<file path="src/rtl/irq_ctrl_pkg.sv">
`default_nettype none
// +----------------------------------------------------------------------------+
// | Package     : irq_ctrl_pkg                                                 |
// | Description : Shared constants and types for the interrupt controller.     |
// | Revision    : 1.0                                                          |
// +----------------------------------------------------------------------------+
package irq_ctrl_pkg;

  localparam int NUM_IRQ = 4;

  localparam logic [1:0] PEND_OFF = 2'd0;
  localparam logic [1:0] MASK_OFF = 2'd1;
  localparam logic [1:0] EDGE_OFF = 2'd2;
  localparam logic [1:0] SET_OFF  = 2'd3;

  localparam logic [7:0] IO_PAGE = 8'h10;

  typedef logic [NUM_IRQ-1:0] irq_vec_t;

  localparam irq_vec_t EDGE_RST = 4'hF;

  // Registers are NUM_IRQ bits wide; the upper bus bits always read as zero.
  function automatic logic [7:0] pad_reg(input irq_vec_t v);
    return {{(8-NUM_IRQ){1'b0}}, v};
  endfunction

endpackage
`default_nettype wire

</file>
<file path="src/rtl/irq_sync.sv">
`default_nettype none
// +----------------------------------------------------------------------------+
// | Module      : irq_sync                                                     |
// | Description : Per-line synchroniser plus history flop; level and rise out. |
// | Revision    : 1.0                                                          |
// +----------------------------------------------------------------------------+
module irq_sync #(
  parameter int SYNC_STAGES = 2
) (
  input  logic clk_i,
  input  logic rst_ni,
  input  logic src_i,
  output logic level_o,
  output logic rise_o
);

  logic [SYNC_STAGES-1:0] sync_q;
  logic                   hist_q;

  always_ff @(posedge clk_i or negedge rst_ni) begin
    if (!rst_ni) begin
      sync_q <= '0;
      hist_q <= 1'b0;
    end else begin
      sync_q <= {sync_q[SYNC_STAGES-2:0], src_i};
      hist_q <= sync_q[SYNC_STAGES-1];
    end
  end

  assign level_o = sync_q[SYNC_STAGES-1];
  assign rise_o  = sync_q[SYNC_STAGES-1] & ~hist_q;

endmodule
`default_nettype wire

</file>
<file path="src/rtl/irq_controller.sv">
`default_nettype none
// +----------------------------------------------------------------------------+
// | Module      : irq_controller                                               |
// | Description : 4-line memory-mapped interrupt controller (PEND/MASK/EDGE).  |
// |               Define IRQ_CTRL_SW_TRIGGER_EN to implement the SET register. |
// | Revision    : 1.0                                                          |
// +----------------------------------------------------------------------------+
module irq_controller
  import irq_ctrl_pkg::*;
#(
  parameter logic [7:0] BASE_ADDR   = 8'h20,
  parameter int         SYNC_STAGES = 2
) (
  input  logic        clk,
  input  logic        reset,
  input  logic [3:0]  irq_src,
  input  logic [15:0] dMemIOAddress,
  input  logic [7:0]  dMemIOIn,
  input  logic        dMemIOWriteEn,
  input  logic        dMemIOReadEn,
  output logic [7:0]  rdata,
  output logic        interrupt_0,
  output logic        interrupt_1,
  output logic        interrupt_2,
  output logic        interrupt_3,
  input  logic        interrupt_0_clr,
  input  logic        interrupt_1_clr,
  input  logic        interrupt_2_clr,
  input  logic        interrupt_3_clr
);

  irq_vec_t   src_level;
  irq_vec_t   src_rise;
  irq_vec_t   hw_set;
  irq_vec_t   sw_set;
  irq_vec_t   wr_clr;
  irq_vec_t   ack_clr;
  irq_vec_t   wr_data;
  irq_vec_t   pend_d;
  irq_vec_t   pend_q;
  irq_vec_t   mask_q;
  irq_vec_t   edge_q;
  irq_vec_t   irq_out;
  logic       sel;
  logic       wr_en;
  logic [1:0] off;
  logic [7:0] rd_val;
  logic [7:0] rdata_q;
  logic       unused_din;

  generate
    for (genvar i = 0; i < NUM_IRQ; i++) begin : g_sync
      irq_sync #(
        .SYNC_STAGES(SYNC_STAGES)
      ) u_sync (
        .clk_i  (clk),
        .rst_ni (reset),
        .src_i  (irq_src[i]),
        .level_o(src_level[i]),
        .rise_o (src_rise[i])
      );
    end
  endgenerate

  assign sel        = (dMemIOAddress[15:8] == IO_PAGE) && (dMemIOAddress[7:2] == BASE_ADDR[7:2]);
  assign off        = dMemIOAddress[1:0];
  assign wr_en      = dMemIOWriteEn & sel;
  assign wr_data    = dMemIOIn[NUM_IRQ-1:0];
  assign unused_din = ^dMemIOIn[7:NUM_IRQ];

  assign ack_clr = {interrupt_3_clr, interrupt_2_clr, interrupt_1_clr, interrupt_0_clr};
  assign hw_set  = (edge_q & src_rise) | (~edge_q & src_level);
  assign wr_clr  = (wr_en && off == PEND_OFF) ? wr_data : '0;

`ifdef IRQ_CTRL_SW_TRIGGER_EN
  assign sw_set = (wr_en && off == SET_OFF) ? wr_data : '0;
`else
  assign sw_set = '0;
`endif

  // Sets are OR-ed in after clearing so a coincident event is never lost.
  assign pend_d = (pend_q & ~(ack_clr | wr_clr)) | hw_set | sw_set;

  always_comb begin
    rd_val = '0;
    case (off)
      PEND_OFF: rd_val = pad_reg(pend_q);
      MASK_OFF: rd_val = pad_reg(mask_q);
      EDGE_OFF: rd_val = pad_reg(edge_q);
      default:  rd_val = '0;
    endcase
  end

  always_ff @(posedge clk or negedge reset) begin
    if (!reset) begin
      pend_q  <= '0;
      mask_q  <= '0;
      edge_q  <= EDGE_RST;
      rdata_q <= '0;
    end else begin
      pend_q <= pend_d;
      if (wr_en && off == MASK_OFF) mask_q <= wr_data;
      if (wr_en && off == EDGE_OFF) edge_q <= wr_data;
      if (dMemIOReadEn) rdata_q <= sel ? rd_val : '0;
    end
  end

  assign irq_out     = pend_q & mask_q;
  assign interrupt_0 = irq_out[0];
  assign interrupt_1 = irq_out[1];
  assign interrupt_2 = irq_out[2];
  assign interrupt_3 = irq_out[3];
  assign rdata       = rdata_q;

endmodule
`default_nettype wire

</file>
<file path="config.mk">
export PLATFORM = sky130hd
export DESIGN_NAME = irq_controller
export DESIGN_NICKNAME = d
export VERILOG_FILES = /design/src/rtl/irq_ctrl_pkg.sv /design/src/rtl/irq_sync.sv /design/src/rtl/irq_controller.sv
export SDC_FILE = /design/constraint.sdc
export NUM_CORES = 1
export LEC_CHECK = 0
export CORE_MARGIN = 1.5
export CORE_UTILIZATION = 39
export CTS_BUF_LIST = sky130_fd_sc_hd__clkbuf_4 sky130_fd_sc_hd__clkbuf_8 sky130_fd_sc_hd__clkbuf_16
export CTS_CLUSTER_SIZE = 12
export DETAILED_ROUTE_END_ITERATION = 8
export PLACE_DENSITY = 0.87
export RECOVER_POWER = 25
export REMOVE_ABC_BUFFERS = 1
export SETUP_SLACK_MARGIN = 0.02
export SYNTH_ARGS = -nofsm -noshare
export SYNTH_HDL_FRONTEND = slang
export SYNTH_HIERARCHICAL = 1
export SYNTH_SLANG_ARGS = --single-unit
</file>
<file path="constraint.sdc">
create_clock -name clk -period 0.8 [get_ports clk]
set_input_delay 0.24 -clock clk [delete_from_list [all_inputs] [get_ports clk]]
set_output_delay 0.24 -clock clk [all_outputs]
set_load 0.1 [all_outputs]
</file>
Yosys cells after proc, flatten, opt, wreduce, memory -nomap -nowiden --
Index checks and enable logic that the tools add are counted.
Cells by class: bitwise logic cells 18, reduce and logical (&&, ||, !) cells 5, muxes and demuxes 3, eq/ne operators 4
Operator list (number):
- AND 4 bit | 4
- bitwise OR 4 bit | 3
- case mux 4 bit (3 select lines) | 1
- equality test 8 x 5 -> 1 bit, second input constant | 1
- 2-to-1 mux 8 bit | 1
- NOT 4 bit | 2
- equality test 6 x 4 -> 1 bit, second input constant | 1
- AND 1 bit | 5
- logical AND 1 bit | 4
- 2-to-1 mux 4 bit | 1
- NOT 1 bit | 4
- equality test 2 x 1 -> 1 bit, second input constant | 1
- equality test 2 bit, second input constant | 1
- zero test 2 bit | 1
Storage, ports and cells: output and inout port bits 12, word-level logic and storage cells 42, bits of input ports 36, register bits 32

Longest topological paths before layout --
Gate-level depths: netlist of run 1.
depth in word-level cells 9, mapped depth 5, gate-level depth less buffers 4

Hierarchy --
Netlist of run 1, hierarchy kept.
Modules (own cells, without submodules):
- irq_controller | cells an instance 88, area each 924.6 um^2, sequential area each 405.4 um^2, instances 1
- irq_sync | cells an instance 4, area each 88.8 um^2, sequential area each 75.1 um^2, instances 4

Worst setup path before layout of run 1 --
OpenSTA, ideal clock, no wires.
kind input to register, start point input dMemIOAddress[9], end point register mask_q[0], data arrival time 1.352 ns, setup time 0.125 ns, slack -0.677 ns, path buffers 0, cell stages on the path 4, required time 0.675 ns, cells stage by stage nor4_2 > nand4_2 > and2b_2 > mux2_2
On the way: longest elaborated chain between the ends 4
RTL lines:
- start, declared | RTL line irq_controller.sv:17 | input logic [15:0] dMemIOAddress,
- equality test 8 x 5 -> 1 bit | RTL line irq_controller.sv:65 | assign sel = (dMemIOAddress[15:8] == IO_PAGE) && (dMemIOAddress[7:2] == BASE_ADDR[7:2]);
- logical AND 1 bit | RTL line irq_controller.sv:65
- AND 1 bit | RTL line irq_controller.sv:67 | assign wr_en = dMemIOWriteEn & sel;
- logical AND 1 bit | RTL line irq_controller.sv:102 | if (wr_en && off == MASK_OFF) mask_q <= wr_data;
- end signal, assigned | RTL line irq_controller.sv:102
- end, declared | RTL line irq_controller.sv:41 | irq_vec_t mask_q;
No other way between the ends. A chain may end at the register's enable or synchronous reset.

Worst setup path after layout of run 1 --
start point register mask_q[1], end point output interrupt_1
On the way: longest elaborated chain between the ends 1
RTL lines:
- AND 4 bit | RTL line irq_controller.sv:108 | assign irq_out = pend_q & mask_q;
- end, declared | RTL line irq_controller.sv:23 | output logic interrupt_1,
No other way between the ends.

==> impl_metrics.ini, run 1 <==
[sta]
worst_clock_skew_ns = 0.00557
setup_repair_after_global_routing_missed_its_margin = true
setup_viol = 24
final-max-slew-violation-count = 0
hold_ws_ns = 0.365
post-route-period-util = 1.65
finalHoldViolCount = 0
timing.fmax_mhz = 758
fin_crit_ns = 1.32
layout_setup_ws_ns = -0.519

[floorplanning]
chipHeight_um = 60.3
initial_core_util = 0.416
die_area_um2 = 3630
core-area_um2 = 3080
num_io_pins = 48
floorplan.rows = 20
die_width_um = 60.3

[synthesis]
synth-compound-area-share = 0.0508
synthDominantCellAreaShare = 0.469
synth.yosys.warnings = 6
synth_area_leader_cell = sky130_fd_sc_hd__dfrtp_1
netlist_area_um2 = 1280
synth-adder-area-share = 0
syn_avg_cell_area_um2 = 12.3
synth_top_family_by_area = simple AND/OR/NAND/NOR gates
yosys.area_share.simple = 0.220
synth_seq_area_share = 0.551
synth_area_leaders = sky130_fd_sc_hd__dfrtp_1 47%, sky130_fd_sc_hd__dfstp_2 8.2%, sky130_fd_sc_hd__mux2_2 7.0%, sky130_fd_sc_hd__mux2i_1 6.3%, sky130_fd_sc_hd__nor2b_4 4.3%
postSynthRegisterBits = 28
synthMuxAreaShare = 0.133
synthXorXnorAreaFrac = 0
synth.lib_cells_used.distinct = 26
synthesized_instance_count = 104

[route]
drt-pass1-iter-count = 4
drt-total-wl_um = 3160
drt_iter0_markers = 18
post_drt_via_cell_ratio = 4.69
antenna_left = 0
vias = 1022
drt_drc_violations_left = 0
routedWlPerCell_um = 14.5

[global_route]
vias_in_the_first_global_route = 1076
groute.usage.overall = 0.190
grt_first_pass_wirelength_um = 5020
grt_max_degree = 29
overflow = 0
antenna_found_initial = 0

[setup_path]
worstSetupEndpoint = interrupt_1
timing.critical_path.arrival_ns = 1.08
worstReg2RegEnd = rdata[1]
end_kind = primary output
critical-path-max-stage-delay_ns = 0.42
timing.reg2reg.setup_slack_ns = -0.39
critPathLaunchType = register
critPathMaxFanout = 2
worst-setup-path-type = register to primary output
regToRegStartpoint = pend_q[1]
timing.critical_path.cells = and2_4 -> buf_12
timing.critical_path.slowest_stage_cell = sky130_fd_sc_hd__dfrtp_1
r2r.worst_path.cells = 6
timing.critical_path.required_ns = 0.56
crit_start = mask_q[1]

[cells_and_area]
final_nets = 211
drive_gt1_frac = 0.511
area.growth.synth_to_final_pct = 67.6
instances_no_fill = 218
antenna-diode-count = 0

[run_status]
outcome = complete, but fails checks
violations_in_the_final_reports = setup timing

[cts]
clock_sink_count = 28
root_buf_cell = sky130_fd_sc_hd__clkbuf_4
tritoncts = yes
cts_buffers = 3
path_clk_slew_ns = 0.14
htreeDepth = 1
clkLatencyLatePin_ns = 0.33
ctsLongestPathBuffers = 2

[pwr]
p_per_area_nw_per_um2 = 1210
peakVddDrop_mv = 1.06
total_power_w = 0.00261
power.leakage_nw = 0.965

[worst_hold_path]
worstHoldPathType = register to register

[placed_design]
detailedPlacementHpwl_um = 2090
final_estimated_routing_congestion_in_global_placement = 0.846
placed_cells_incl_taps = 197
place_worst_setup_slack_ns = -1.28
port_buffers = 39

[run]
max_cap_viol_count = 0
## cell type report
cell class	instances	area (um^2)
fillers	231	932
repair buffers	69	707
flip-flops and latches	28	706
multi-input cells	69	633
well taps	44	55.1
clock buffers	4	30.0
inverters	4	15.0
## sequential cells by signal, indices dropped and copies added, names as in the netlist
name and cells:
edge_q 4, pend_q 4, rdata 4, g_sync.u_sync/sync_q 8, g_sync.u_sync/hist_q 4, mask_q 4
## cell usage in the layout, fill, tap and decap left out, types with 5 or more instances in the layout
cell	n
sky130_fd_sc_hd__dlygate4sd3_1	5
sky130_fd_sc_hd__mux2i_1	6
sky130_fd_sc_hd__buf_12	8
sky130_fd_sc_hd__nand2_1	9
sky130_fd_sc_hd__buf_6	14
sky130_fd_sc_hd__buf_4	20
sky130_fd_sc_hd__nor2b_1	5
sky130_fd_sc_hd__nor2_1	5
sky130_fd_sc_hd__dfrtp_1	24
sky130_fd_sc_hd__mux2_4	8
sky130_fd_sc_hd__clkdlybuf4s50_1	9
sky130_fd_sc_hd__clkbuf_4	5
## cells by family (layout without fill, tap and decap cells)
kind of cell | count (synthesis) | count (layout)
buffers and inverters | 10 | 77
multiplexers | 16 | 16
AO/OA/AOI/OAI | 12 | 12
AND/OR/NAND/NOR | 37 | 37
other | 1 | 4
flip-flops | 28 | 28
## synthesized netlist by cell type, drive strengths merged
master and instances:
clkbuf 1, o22ai 4, nor3b 2, nand3 1, nor4 1, o21ai 4, mux2i 8, a21oi 4
conb 1, dfrtp 24, and4 1, mux2 8, and2b 1, inv 4, nor2 6, and2 4
dfstp 4, nand4 1, nand2 9, buf 5, nor2b 9, nor4b 2
## per-layer routing
layer / routed length [um] / part of all wire / vias up / global-route usage
li1: - / - / 486 / -
met3: 190 / 0.060 / 4 / 0.0368
met2: 1600 / 0.51 / 40 / 0.317
met5: 0 / 0 / - / 0
met4: 62 / 0.020 / 0 / 0.0730
met1: 1300 / 0.41 / 492 / 0.242
## power by group
group          leakage (nW)  switching [W]  internal, W
sequential            0.336      0.0000295      0.00146
clock                0.0184       0.000397     0.000230
combinational         0.611       0.000243     0.000246
## what timing repair did
action                                  CTS  global route
endpoints found under the setup margin   24            24
endpoints found under the hold margin     0             0
buffers inserted                         13             7
hold buffers                              0             0
resized for setup                        86            10
pin swaps                                14             8
## through the flow
stage / cell area (um^2) / utilization / TNS (ns)
2_1_floorplan: 1250 / - / -11.63
3_3_place_gp: 1890 / 0.613 / -17.44
3_5_place_dp: 1890 / 0.613 / -18.53
4_1_cts: 2110 / 0.685 / -9.76
5_1_grt: 2150 / 0.697 / -10.63
6_report: 2150 / 0.697 / -9.68
## worst min path at each step
| stage | startpoint | endpoint | slack, ns | cells after the start |
|---|---|---|---|---|
| 2_1_floorplan | reset | g_sync[0].u_sync/hist_q | -0.06 | 0 |
| 3_3_place_gp | g_sync[3].u_sync/sync_q[0] | g_sync[3].u_sync/sync_q[1] | 0.33 | 0 |
| 3_5_place_dp | g_sync[2].u_sync/sync_q[0] | g_sync[2].u_sync/sync_q[1] | 0.33 | 0 |
| 4_1_cts | reset | g_sync[0].u_sync/sync_q[0] | 0.24 | 2 |
| 5_1_grt | g_sync[2].u_sync/sync_q[0] | g_sync[2].u_sync/sync_q[1] | 0.37 | 0 |
| 6_report | g_sync[2].u_sync/sync_q[0] | g_sync[2].u_sync/sync_q[1] | 0.36 | 0 |
## critical path: cells and delay by family (launching register included)
kind | cells | cell delay, ns
buffers and inverters | 1 | 0.16
flip-flops | 1 | 0.42
AND/OR/NAND/NOR | 1 | 0.17
Power figures use the tool's default switching activity.
==> run 2, diff against run 1 <==
--- a/config.mk
+++ b/config.mk
@@ -13,7 +13,6 @@
 export PLACE_DENSITY = 0.87
 export RECOVER_POWER = 25
 export REMOVE_ABC_BUFFERS = 1
-export SETUP_SLACK_MARGIN = 0.02
 export SYNTH_ARGS = -nofsm -noshare
 export SYNTH_HDL_FRONTEND = slang
 export SYNTH_HIERARCHICAL = 1
==> results of run 2 <==
Same layout as run 1: the final DEF is identical, and so are final timing and power.
==> run 3, diff against run 2 <==
--- a/config.mk
+++ b/config.mk
@@ -5,14 +5,17 @@
 export SDC_FILE = /design/constraint.sdc
 export NUM_CORES = 1
 export LEC_CHECK = 0
+export CORE_ASPECT_RATIO = 0.7
 export CORE_MARGIN = 1.5
 export CORE_UTILIZATION = 39
 export CTS_BUF_LIST = sky130_fd_sc_hd__clkbuf_4 sky130_fd_sc_hd__clkbuf_8 sky130_fd_sc_hd__clkbuf_16
 export CTS_CLUSTER_SIZE = 12
 export DETAILED_ROUTE_END_ITERATION = 8
+export GPL_ROUTABILITY_DRIVEN = 1
 export PLACE_DENSITY = 0.87
 export RECOVER_POWER = 25
 export REMOVE_ABC_BUFFERS = 1
+export SLEW_MARGIN = 10
 export SYNTH_ARGS = -nofsm -noshare
 export SYNTH_HDL_FRONTEND = slang
 export SYNTH_HIERARCHICAL = 1
==> run 3 against run 2 <==
Effect of this change: the flow finishes with violations (DRC, setup timing); first-iteration DRC count increased by 67%; flip-flop and latch count unchanged; final area decreased by 0.87%; fmax decreased by 1.7%; wire length decreased by 2.4%.
==> impl_metrics.ini, run 3 (synthesized netlist as in run 1, its figures left out) <==
[cells_and_area]
final_core_utilization = 0.676
layout.cells.most_common = sky130_fd_sc_hd__dfrtp_1
instances_no_fill = 207
antenna-diode-count = 0
final_nets = 206
nFillCells = 222
largest_register = g_sync.u_sync/sync_q
layout.cell_area.non_filler_um2 = 2130
most_frequent_cells_in_the_layout = 24 x sky130_fd_sc_hd__dfrtp_1, 17 x sky130_fd_sc_hd__buf_4, 12 x sky130_fd_sc_hd__buf_6
drive_gt1_frac = 0.503
largest_register_ffs = 8
area.growth.synth_to_final_pct = 66.2

[setup_path]
critPathLaunchType = input pin
critical-path-max-stage-delay_ns = 0.35
timing.critical_path.slowest_stage_cell = sky130_fd_sc_hd__and2b_4
timing.critical_path.max_delay_family = simple AND/OR/NAND/NOR gates
end_kind = register
worst-setup-path-type = input pin to register
regToRegStartpoint = mask_q[3]
critPathMaxFanout = 4
worstReg2RegEnd = mask_q[3]
timing.critical_path.cells = buf_6 -> nor4b_4 -> nand4_4 -> and2b_4 -> mux2_4
r2r.worst_path.cells = 4
path_buf_inv = 1
timing.critical_path.arrival_ns = 1.51
timing.critical_path.required_ns = 0.97
timing.reg2reg.setup_slack_ns = -0.34

[pwr]
p_per_area_nw_per_um2 = 1440
peakVddDrop_mv = 1.09
power.leakage_nw = 0.951

[route]
post_drt_via_cell_ratio = 4.90
vias = 1014
antenna_left = 0
drt_drc_violations_left = 1
drt_iter0_markers = 30
drt-pass1-iter-count = 8
routedWlPerCell_um = 14.9
drt-total-wl_um = 3080

[floorplanning]
die_width_um = 71.5
initial_core_util = 0.407
num_io_pins = 48
core-area_um2 = 3150
die_area_um2 = 3640
chipHeight_um = 50.9
floorplan.rows = 17

[global_route]
grt_max_degree = 29
overflow = 0
antenna_found_initial = 0
vias_in_the_first_global_route = 1044
groute.usage.overall = 0.183
grt_first_pass_wirelength_um = 5030

[sta]
layout_setup_ws_ns = -0.541
finalHoldViolCount = 0
setup_viol = 24
final-max-slew-violation-count = 0
worst_clock_skew_ns = 0.00183
post-route-period-util = 1.68
fin_crit_ns = 1.34
setup_repair_after_global_routing_missed_its_margin = true
timing.fmax_mhz = 746
hold_ws_ns = 0.355

[cts]
cts_hold_buffers = 0
clock_sink_count = 28
tritoncts = yes
htreeDepth = 1
root_buf_cell = sky130_fd_sc_hd__clkbuf_8
ctsLongestPathBuffers = 2
cts_buffers = 3
clkLatencyLatePin_ns = 0.28
path_clk_slew_ns = 0.09

[run]
max_cap_viol_count = 0

[worst_hold_path]
worstHoldPathType = input pin to async pin

[run_status]
outcome = complete, but fails checks
violations_in_the_final_reports = DRC, setup timing

[placed_design]
port_buffers = 39
final_estimated_routing_congestion_in_global_placement = 0.816
detailedPlacementHpwl_um = 2080
placed_cells_incl_taps = 191
placed_cell_area_um2 = 1880
run 3: changes by cell type in the layout (fill, tap and decap cells not counted), sizes merged:
cell / previous run / this run
buf: 46 / 44
bufinv: 0 / 1
clkbuf: 6 / 4
clkdlybuf4s15: 4 / 3
clkdlybuf4s50: 9 / 10
dlygate4sd2: 3 / 2
dlygate4sd3: 5 / 4
run 3: worst max path at each step:
stage                                  from   endpoint  cells after the start
final                      dMemIOAddress[7]  mask_q[2]                      5
after global routing       dMemIOAddress[7]  mask_q[3]                      5
after CTS                  dMemIOAddress[2]  mask_q[3]                      5
after detailed placement   dMemIOAddress[9]  mask_q[2]                      5
after global placement    dMemIOAddress[14]  mask_q[2]                      5
after floorplan            dMemIOAddress[9]  mask_q[0]                      4
run 3: worst register-to-register path: stages (launching register included):
cell and delay, ns:
sky130_fd_sc_hd__dfrtp_1 0.39, sky130_fd_sc_hd__buf_4 0.13, sky130_fd_sc_hd__buf_4 0.12, sky130_fd_sc_hd__buf_4 0.13
sky130_fd_sc_hd__mux2_4 0.26
run 3: report_power, final:
part	switching, W	total, W	leakage [nW]	internal (W)
registers	0.0000286	0.00149	0.336	0.00146
logic	0.000241	0.000475	0.579	0.000234
clock network	0.000439	0.00111	0.0357	0.000670
run 3: final cells by class:
| cell class | count | area [um^2] | share of cell area |
|---|---|---|---|
| sequential | 28 | 706 | 0.332 |
| timing repair buffer | 64 | 654 | 0.308 |
| clock buffer | 3 | 41.3 | 0.0194 |
| inverter | 4 | 15.0 | 0.00706 |
| tap | 38 | 47.5 | 0.0224 |
| clock inverter | 1 | 30.0 | 0.0141 |
| multi-input combinational | 69 | 633 | 0.298 |
run 3: metal layers:
layer / track usage / vias up / share of wire
met5: 0 / - / 0
met4: 0.0252 / 0 / 0.013
met3: 0.0710 / 6 / 0.055
met2: 0.312 / 35 / 0.51
met1: 0.228 / 493 / 0.43
li1: - / 480 / -
run 3: repair_timing:
item                       CTS  global route
resized for setup           84            14
buffers inserted             8             8
setup endpoints to repair   24            24
pin swaps                   11            12
run 3: per-stage QoR:
step                total power (W)  TNS (ns)  setup slack (ns)
floorplan                   0.00168    -11.63            -0.677
global placement            0.00193    -16.92             -1.19
detailed placement          0.00194    -17.96             -1.25
finish                      0.00307    -10.12            -0.541
global route                0.00319    -11.23            -0.576
CTS                         0.00307     -9.99            -0.525
